### config.mk
export PLATFORM = sky130hd
export DESIGN_NAME = pipe_stage_buf_flat
export DESIGN_NICKNAME = d
export VERILOG_FILES = /design/src/rtl/pipe_pkg.sv /design/src/rtl/pipe_stage_buf_if.sv /design/src/rtl/pipe_perf_cnt.sv /design/src/rtl/pipe_stage_buf.sv /design/src/flat_wrapper.sv
export SDC_FILE = /design/constraint.sdc
export NUM_CORES = 1
export LEC_CHECK = 0
export CORE_UTILIZATION = 30
export CTS_CLUSTER_DIAMETER = 120
export CTS_CLUSTER_SIZE = 16
export DETAILED_ROUTE_END_ITERATION = 10
export PLACE_DENSITY = 0.49
export SYNTH_ARGS = -nofsm -noshare
export SYNTH_HDL_FRONTEND = slang
export SYNTH_SLANG_ARGS = --single-unit
### constraint.sdc
create_clock -name clk -period 2.85 [get_ports clk]
set_input_delay 0.7125 -clock clk [delete_from_list [all_inputs] [get_ports clk]]
set_output_delay 0.7125 -clock clk [all_outputs]
set_load 0.02 [all_outputs]
### src/rtl/pipe_pkg.sv
// Shared definitions for the pipeline stage buffer: state encoding and default widths.
package pipe_pkg;

   typedef enum logic [1:0] {
      ST_EMPTY = 2'd0,
      ST_HALF  = 2'd1,
      ST_FULL  = 2'd2
   } state_e;

   localparam int PC_W_DEF        = 64;
   localparam int INST_W_DEF      = 32;
   localparam int SB_W_DEF        = 8;
   localparam int BUBBLE_INST_DEF = 0;

endpackage

### src/rtl/pipe_stage_buf_if.sv
// Valid/ready bus between two adjacent pipeline stages, as seen by one stage buffer.
interface pipe_stage_buf_if
   import pipe_pkg::*;
#(
   parameter int PC_W   = PC_W_DEF,
   parameter int INST_W = INST_W_DEF,
   parameter int SB_W   = SB_W_DEF
);

   logic              in_valid_i;
   logic              in_ready_o;
   logic [PC_W-1:0]   in_pc_i;
   logic [INST_W-1:0] in_inst_i;
   logic [SB_W-1:0]   in_sb_i;
   logic              out_valid_o;
   logic              out_ready_i;
   logic [PC_W-1:0]   out_pc_o;
   logic [INST_W-1:0] out_inst_o;
   logic [SB_W-1:0]   out_sb_o;

   // master: the environment around the buffer (upstream producer + downstream consumer)
   modport master (
      output in_valid_i, in_pc_i, in_inst_i, in_sb_i, out_ready_i,
      input  in_ready_o, out_valid_o, out_pc_o, out_inst_o, out_sb_o
   );

   modport slave (
      input  in_valid_i, in_pc_i, in_inst_i, in_sb_i, out_ready_i,
      output in_ready_o, out_valid_o, out_pc_o, out_inst_o, out_sb_o
   );

endinterface

### src/rtl/pipe_perf_cnt.sv
// 32-bit wrapping event counter, one increment per cycle with i_inc high.
module pipe_perf_cnt (
   input  logic        clk,
   input  logic        rst_n,
   input  logic        i_inc,
   output logic [31:0] o_cnt
);

   logic [31:0] r_cnt;

   always_ff @(posedge clk or negedge rst_n) begin
      if (!rst_n) begin
         r_cnt <= '0;
      end else if (i_inc) begin
         r_cnt <= r_cnt + 32'd1;
      end
   end

   assign o_cnt = r_cnt;

endmodule

### src/rtl/pipe_stage_buf.sv
// Pipeline stage register with a 2-entry skid buffer, flush and bubble output.
// Optional stall/flush counters are built when PIPE_STAGE_BUF_PERF_EN is defined.
module pipe_stage_buf
   import pipe_pkg::*;
#(
   parameter int                PC_W        = PC_W_DEF,
   parameter int                INST_W      = INST_W_DEF,
   parameter int                SB_W        = SB_W_DEF,
   parameter logic [INST_W-1:0] BUBBLE_INST = INST_W'(BUBBLE_INST_DEF)
) (
   input  logic            clk,
   input  logic            rst_n,
   input  logic            flush_i,
   pipe_stage_buf_if.slave stage
`ifdef PIPE_STAGE_BUF_PERF_EN
   ,
   output logic [31:0]     stall_cnt_o,
   output logic [31:0]     flush_cnt_o
`endif
);

   state_e            r_state;
   state_e            w_state_next;

   logic [PC_W-1:0]   r_main_pc;
   logic [INST_W-1:0] r_main_inst;
   logic [SB_W-1:0]   r_main_sb;
   logic [PC_W-1:0]   r_skid_pc;
   logic [INST_W-1:0] r_skid_inst;
   logic [SB_W-1:0]   r_skid_sb;

   logic              w_in_ready;
   logic              w_out_valid;
   logic              w_in_fire;
   logic              w_out_fire;
   logic              w_main_from_in;
   logic              w_main_from_skid;
   logic              w_skid_from_in;

   // Ready depends on registered state only, so no combinational ready chain forms.
   assign w_in_ready  = (r_state != ST_FULL);
   assign w_out_valid = (r_state != ST_EMPTY);
   assign w_in_fire   = stage.in_valid_i & w_in_ready;
   assign w_out_fire  = w_out_valid & stage.out_ready_i;

   always_comb begin
      w_state_next     = r_state;
      w_main_from_in   = 1'b0;
      w_main_from_skid = 1'b0;
      w_skid_from_in   = 1'b0;
      case (r_state)
         ST_EMPTY: begin
            if (w_in_fire) begin
               w_state_next   = ST_HALF;
               w_main_from_in = 1'b1;
            end
         end
         ST_HALF: begin
            if (w_in_fire && w_out_fire) begin
               w_main_from_in = 1'b1;
            end else if (w_in_fire) begin
               w_state_next   = ST_FULL;
               w_skid_from_in = 1'b1;
            end else if (w_out_fire) begin
               w_state_next   = ST_EMPTY;
            end
         end
         ST_FULL: begin
            if (w_out_fire) begin
               w_state_next     = ST_HALF;
               w_main_from_skid = 1'b1;
            end
         end
         default: w_state_next = ST_EMPTY;
      endcase
      // Flush wins over any transfer; a beat accepted this cycle is dropped.
      if (flush_i) begin
         w_state_next     = ST_EMPTY;
         w_main_from_in   = 1'b0;
         w_main_from_skid = 1'b0;
         w_skid_from_in   = 1'b0;
      end
   end

   always_ff @(posedge clk or negedge rst_n) begin
      if (!rst_n) begin
         r_state <= ST_EMPTY;
      end else begin
         r_state <= w_state_next;
      end
   end

   always_ff @(posedge clk or negedge rst_n) begin
      if (!rst_n) begin
         r_main_pc   <= '0;
         r_main_inst <= '0;
         r_main_sb   <= '0;
         r_skid_pc   <= '0;
         r_skid_inst <= '0;
         r_skid_sb   <= '0;
      end else if (flush_i) begin
         r_main_pc   <= '0;
         r_main_inst <= '0;
         r_main_sb   <= '0;
         r_skid_pc   <= '0;
         r_skid_inst <= '0;
         r_skid_sb   <= '0;
      end else begin
         // Main PC is left untouched on drain so the last PC stays visible.
         if (w_main_from_in) begin
            r_main_pc   <= stage.in_pc_i;
            r_main_inst <= stage.in_inst_i;
            r_main_sb   <= stage.in_sb_i;
         end else if (w_main_from_skid) begin
            r_main_pc   <= r_skid_pc;
            r_main_inst <= r_skid_inst;
            r_main_sb   <= r_skid_sb;
         end
         if (w_skid_from_in) begin
            r_skid_pc   <= stage.in_pc_i;
            r_skid_inst <= stage.in_inst_i;
            r_skid_sb   <= stage.in_sb_i;
         end else if (w_main_from_skid) begin
            r_skid_pc   <= '0;
            r_skid_inst <= '0;
            r_skid_sb   <= '0;
         end
      end
   end

   assign stage.in_ready_o  = w_in_ready;
   assign stage.out_valid_o = w_out_valid;
   assign stage.out_pc_o    = r_main_pc;
   assign stage.out_inst_o  = w_out_valid ? r_main_inst : BUBBLE_INST;
   assign stage.out_sb_o    = w_out_valid ? r_main_sb : '0;

`ifdef PIPE_STAGE_BUF_PERF_EN
   logic w_stall_evt;
   logic w_flush_evt;

   assign w_stall_evt = w_out_valid & ~stage.out_ready_i;
   assign w_flush_evt = flush_i & w_out_valid;

   pipe_perf_cnt u_stall_cnt (
      .clk   (clk),
      .rst_n (rst_n),
      .i_inc (w_stall_evt),
      .o_cnt (stall_cnt_o)
   );

   pipe_perf_cnt u_flush_cnt (
      .clk   (clk),
      .rst_n (rst_n),
      .i_inc (w_flush_evt),
      .o_cnt (flush_cnt_o)
   );
`endif

endmodule

### src/flat_wrapper.sv
// flat-port wrapper written by rule: the top's interface ports become plain ports
module pipe_stage_buf_flat import pipe_pkg::*;
#(
   parameter int                PC_W        = PC_W_DEF,
   parameter int                INST_W      = INST_W_DEF,
   parameter int                SB_W        = SB_W_DEF,
   parameter logic [INST_W-1:0] BUBBLE_INST = INST_W'(BUBBLE_INST_DEF)
)
  (clk, rst_n, flush_i, stage_in_valid_i, stage_in_pc_i, stage_in_inst_i, stage_in_sb_i, stage_out_ready_i, stage_in_ready_o, stage_out_valid_o, stage_out_pc_o, stage_out_inst_o, stage_out_sb_o);
  pipe_stage_buf_if #(.PC_W(PC_W), .INST_W(INST_W), .SB_W(SB_W)) stage_i ();
  input  logic clk;
  input  logic rst_n;
  input  logic flush_i;
  input wire logic [$bits(stage_i.in_valid_i)-1:0] stage_in_valid_i;
  input wire logic [$bits(stage_i.in_pc_i)-1:0] stage_in_pc_i;
  input wire logic [$bits(stage_i.in_inst_i)-1:0] stage_in_inst_i;
  input wire logic [$bits(stage_i.in_sb_i)-1:0] stage_in_sb_i;
  input wire logic [$bits(stage_i.out_ready_i)-1:0] stage_out_ready_i;
  output wire logic [$bits(stage_i.in_ready_o)-1:0] stage_in_ready_o;
  output wire logic [$bits(stage_i.out_valid_o)-1:0] stage_out_valid_o;
  output wire logic [$bits(stage_i.out_pc_o)-1:0] stage_out_pc_o;
  output wire logic [$bits(stage_i.out_inst_o)-1:0] stage_out_inst_o;
  output wire logic [$bits(stage_i.out_sb_o)-1:0] stage_out_sb_o;
  assign stage_i.in_valid_i = stage_in_valid_i;
  assign stage_i.in_pc_i = stage_in_pc_i;
  assign stage_i.in_inst_i = stage_in_inst_i;
  assign stage_i.in_sb_i = stage_in_sb_i;
  assign stage_i.out_ready_i = stage_out_ready_i;
  assign stage_in_ready_o = stage_i.in_ready_o;
  assign stage_out_valid_o = stage_i.out_valid_o;
  assign stage_out_pc_o = stage_i.out_pc_o;
  assign stage_out_inst_o = stage_i.out_inst_o;
  assign stage_out_sb_o = stage_i.out_sb_o;
  pipe_stage_buf #(.PC_W(PC_W), .INST_W(INST_W), .SB_W(SB_W), .BUBBLE_INST(BUBBLE_INST)) u_core (.clk(clk), .rst_n(rst_n), .flush_i(flush_i), .stage(stage_i));
endmodule
==> qor.yml <==
busiest_layer: "met2"
cap_violations: 0
path_max_fanout: 41
rows: 62
grt_max_degree: 82
cts_hold_buf: 0
p_per_area_mw_per_mm2: 511.2
slew_viol_final: 0
route.detailed.wl_per_inst_um: 20.66
grt_overflow: 0
cts_buffer_depth: 3
rr_endpoint: "u_core.stage.out_pc_o[42]"
fp.dieArea_mm2: 0.03000
post-route-min-period_ps: 2722
endpoint_kind: "output pin"
die_x_um: 173.2
hpwl_mm: 15.24
hp-class: "input port to async pin"
leakage_nw: 4.955
die_h_um: 173.2
tns_ps: 0
n_antenna_cell: 0
met3_usage_pct: 4.090
start_util_pct: 30.55
period_share_pct: 95.50
gr-usage-met2_pct: 25.97
fillers: 2629
wirelength_mm: 25.21
vias: 6375
crit_required_ps: 2140
synthCells: 643
rsz0062_at_grt: "no"
max_freq_mhz: 367.4
dr.pass1.iters: 4
h-tree-depth: 1
ys_ff_latch: 210
synth_cell_types: 19
numCtsBuffers: 17
arrival_ps: 2010
io_buffers: 214
seq_area_frac_synth_pct: 59.76
syn_nets: 752
cts.clk_slew.worst_paths_ps: 70
layout.cells.non_filler: 1220
routed_via_density: 5.225
clock_skew_ps: 15.80
clkSinkCount: 210
netlist_area_mm2: 0.008793
antenna_found_initial: 0
status: "finished, final reports clean"
r2r_start: "u_core.r_state[1]"
rr_worst_depth: 5
critical_path_class: "flip-flop to output pin"
nNetsFinal: 946
ys_warn_count: 0
ctsRootBufferMaster: "clkbuf_16"
coreArea_mm2: 0.02878
grt_first_pass_wirelength_mm: 40.23
drc: 0
insertion_delay_ps: 480
synth_area_per_cell_um2: 13.68
grt_usage_pct: 16.80
io_pins: 215
timing.max_slew.rel_slack_pct: 56.51
r2r_slack_ps: 880
drt_iter0_drc: 371
worst_slew_pin_slew_ps: 652.4
areaGrowthSynthToFinish_pct: 35.98
drive_gt1_share_pct: 5.861
post-place-cells: 1202
drt.antenna.violating_nets: 0
setup_violations: 0
finalWeightedCongestion: 0.7504
grt_util_met1_pct: 23.84
start_kind: "flip-flop"
ir_drop_v: 0.0004185
cts_tree: "built"
grt_pass1_vias: 6811
hold_viol_final: 0
-- power breakdown --
part           internal [W]  switching (W)
registers           0.00307      0.0000602
clock network       0.00107        0.00104
logic              0.000396       0.000472
-- kinds of logic after synthesis --
| group | after synthesis | share of synthesized area [%] |
|---|---|---|
| AND/OR/NAND/NOR | 52 | 3.884 |
| flip-flops | 210 | 59.76 |
| multiplexers | 105 | 11.95 |
| AO/OA/AOI/OAI | 213 | 21.22 |
| buffers and inverters | 63 | 3.187 |
-- registers in the layout, indices dropped and copies added, names as in the netlist --
register / count
u_core.stage.out_pc_o: 64
u_core.r_state: 2
u_core.r_main_inst: 32
u_core.r_skid_inst: 32
u_core.r_skid_sb: 8
u_core.r_main_sb: 8
u_core.r_skid_pc: 64
-- cells in the mapped netlist --
cell	instances	area, um^2
a21oi_1	2	10.01
mux2i_1	105	1051
nor3_1	1	5.000
a22o_1	104	910.9
nor2_1	3	11.26
dfrtp_1	210	5255
clkbuf_1	27	101.4
o2bb2ai_1	104	910.9
nor3_4	1	16.27
buf_2	32	160.2
a221oi_2	1	15.01
nand2b_1	1	6.260
o21bai_2	1	11.26
inv_1	3	11.26
nor2b_1	43	269.0
nor3_2	2	20.02
buf_4	1	7.510
nand2b_4	1	13.76
o21a_1	1	7.510
-- worst max-delay path, stage by stage, from the launching register on --
cell and delay [ps]:
dfrtp_2 470, nor2_4 150, buf_12 240, nor2b_1 80, clkdlybuf4s50_1 580
-- routing by layer --
layer	routed length, um	vias to the layer above
met3	1725	27
met5	0	-
met2	11370	229
met1	11720	3313
met4	397	0
li1	-	2806
-- what timing repair did --
action	4_1_cts	5_1_grt
resized for setup	0	3
endpoints found under the setup margin	0	28
setup buffers	0	0
-- how the worst max path moves through the flow --
| stage | to | slack, ps | cells after the start | startpoint |
|---|---|---|---|---|
| CTS | stage_out_inst_o[3] | 20 | 4 | u_core.r_state[0] |
| global route | stage_out_inst_o[27] | 10 | 4 | u_core.r_state[0] |
| finish | stage_out_inst_o[24] | 130 | 4 | u_core.r_state[0] |
| global placement | u_core.r_main_inst[20] | 240 | 6 | stage_in_valid_i |
| detailed placement | u_core.r_main_inst[7] | 130 | 6 | stage_in_valid_i |
| floorplan | u_core.r_main_inst[0] | 880 | 6 | flush_i |
-- layout make-up --
| cell class | instances | area [um^2] | area share, % |
|---|---|---|---|
| timing repair buffer | 235 | 2469 | 20.64 |
| clock buffer | 17 | 425.4 | 3.558 |
| tap | 384 | 480.5 | 4.018 |
| clock inverter | 1 | 16.27 | 0.1360 |
| multi-input combinational | 370 | 3299 | 27.59 |
| inverter | 3 | 11.26 | 0.09417 |
| sequential | 210 | 5256 | 43.96 |
-- per-stage QoR --
stage	worst slack [ps]	area (um^2)	total power [W]	hold slack, ps	util, %
2_1_floorplan	883.8	8793	0.003568	416.9	-
3_3_place_gp	243.7	11510	0.004046	463.1	39.99
3_5_place_dp	130.6	11510	0.004067	465.8	39.99
4_1_cts	22.46	11950	0.006233	269.4	41.53
5_1_grt	10.21	11960	0.006417	288.2	41.55
6_report	128.1	11960	0.006113	252.9	41.55
-- layout by cell type, fill, tap and decap left out, types with 2 or more instances in the layout --
cell / Yosys / routed
buf_4: 1 / 8
clkbuf_16: 0 / 17
clkdlybuf4s50_1: 0 / 212
nor2_1: 3 / 2
a22o_1: 104 / 104
inv_1: 3 / 3
dfrtp_1: 210 / 209
buf_12: 0 / 13
a21oi_1: 2 / 2
mux2i_1: 105 / 105
o2bb2ai_1: 104 / 104
nor2b_1: 43 / 42
nor3_4: 1 / 3
(Power assumes the default switching activity.)
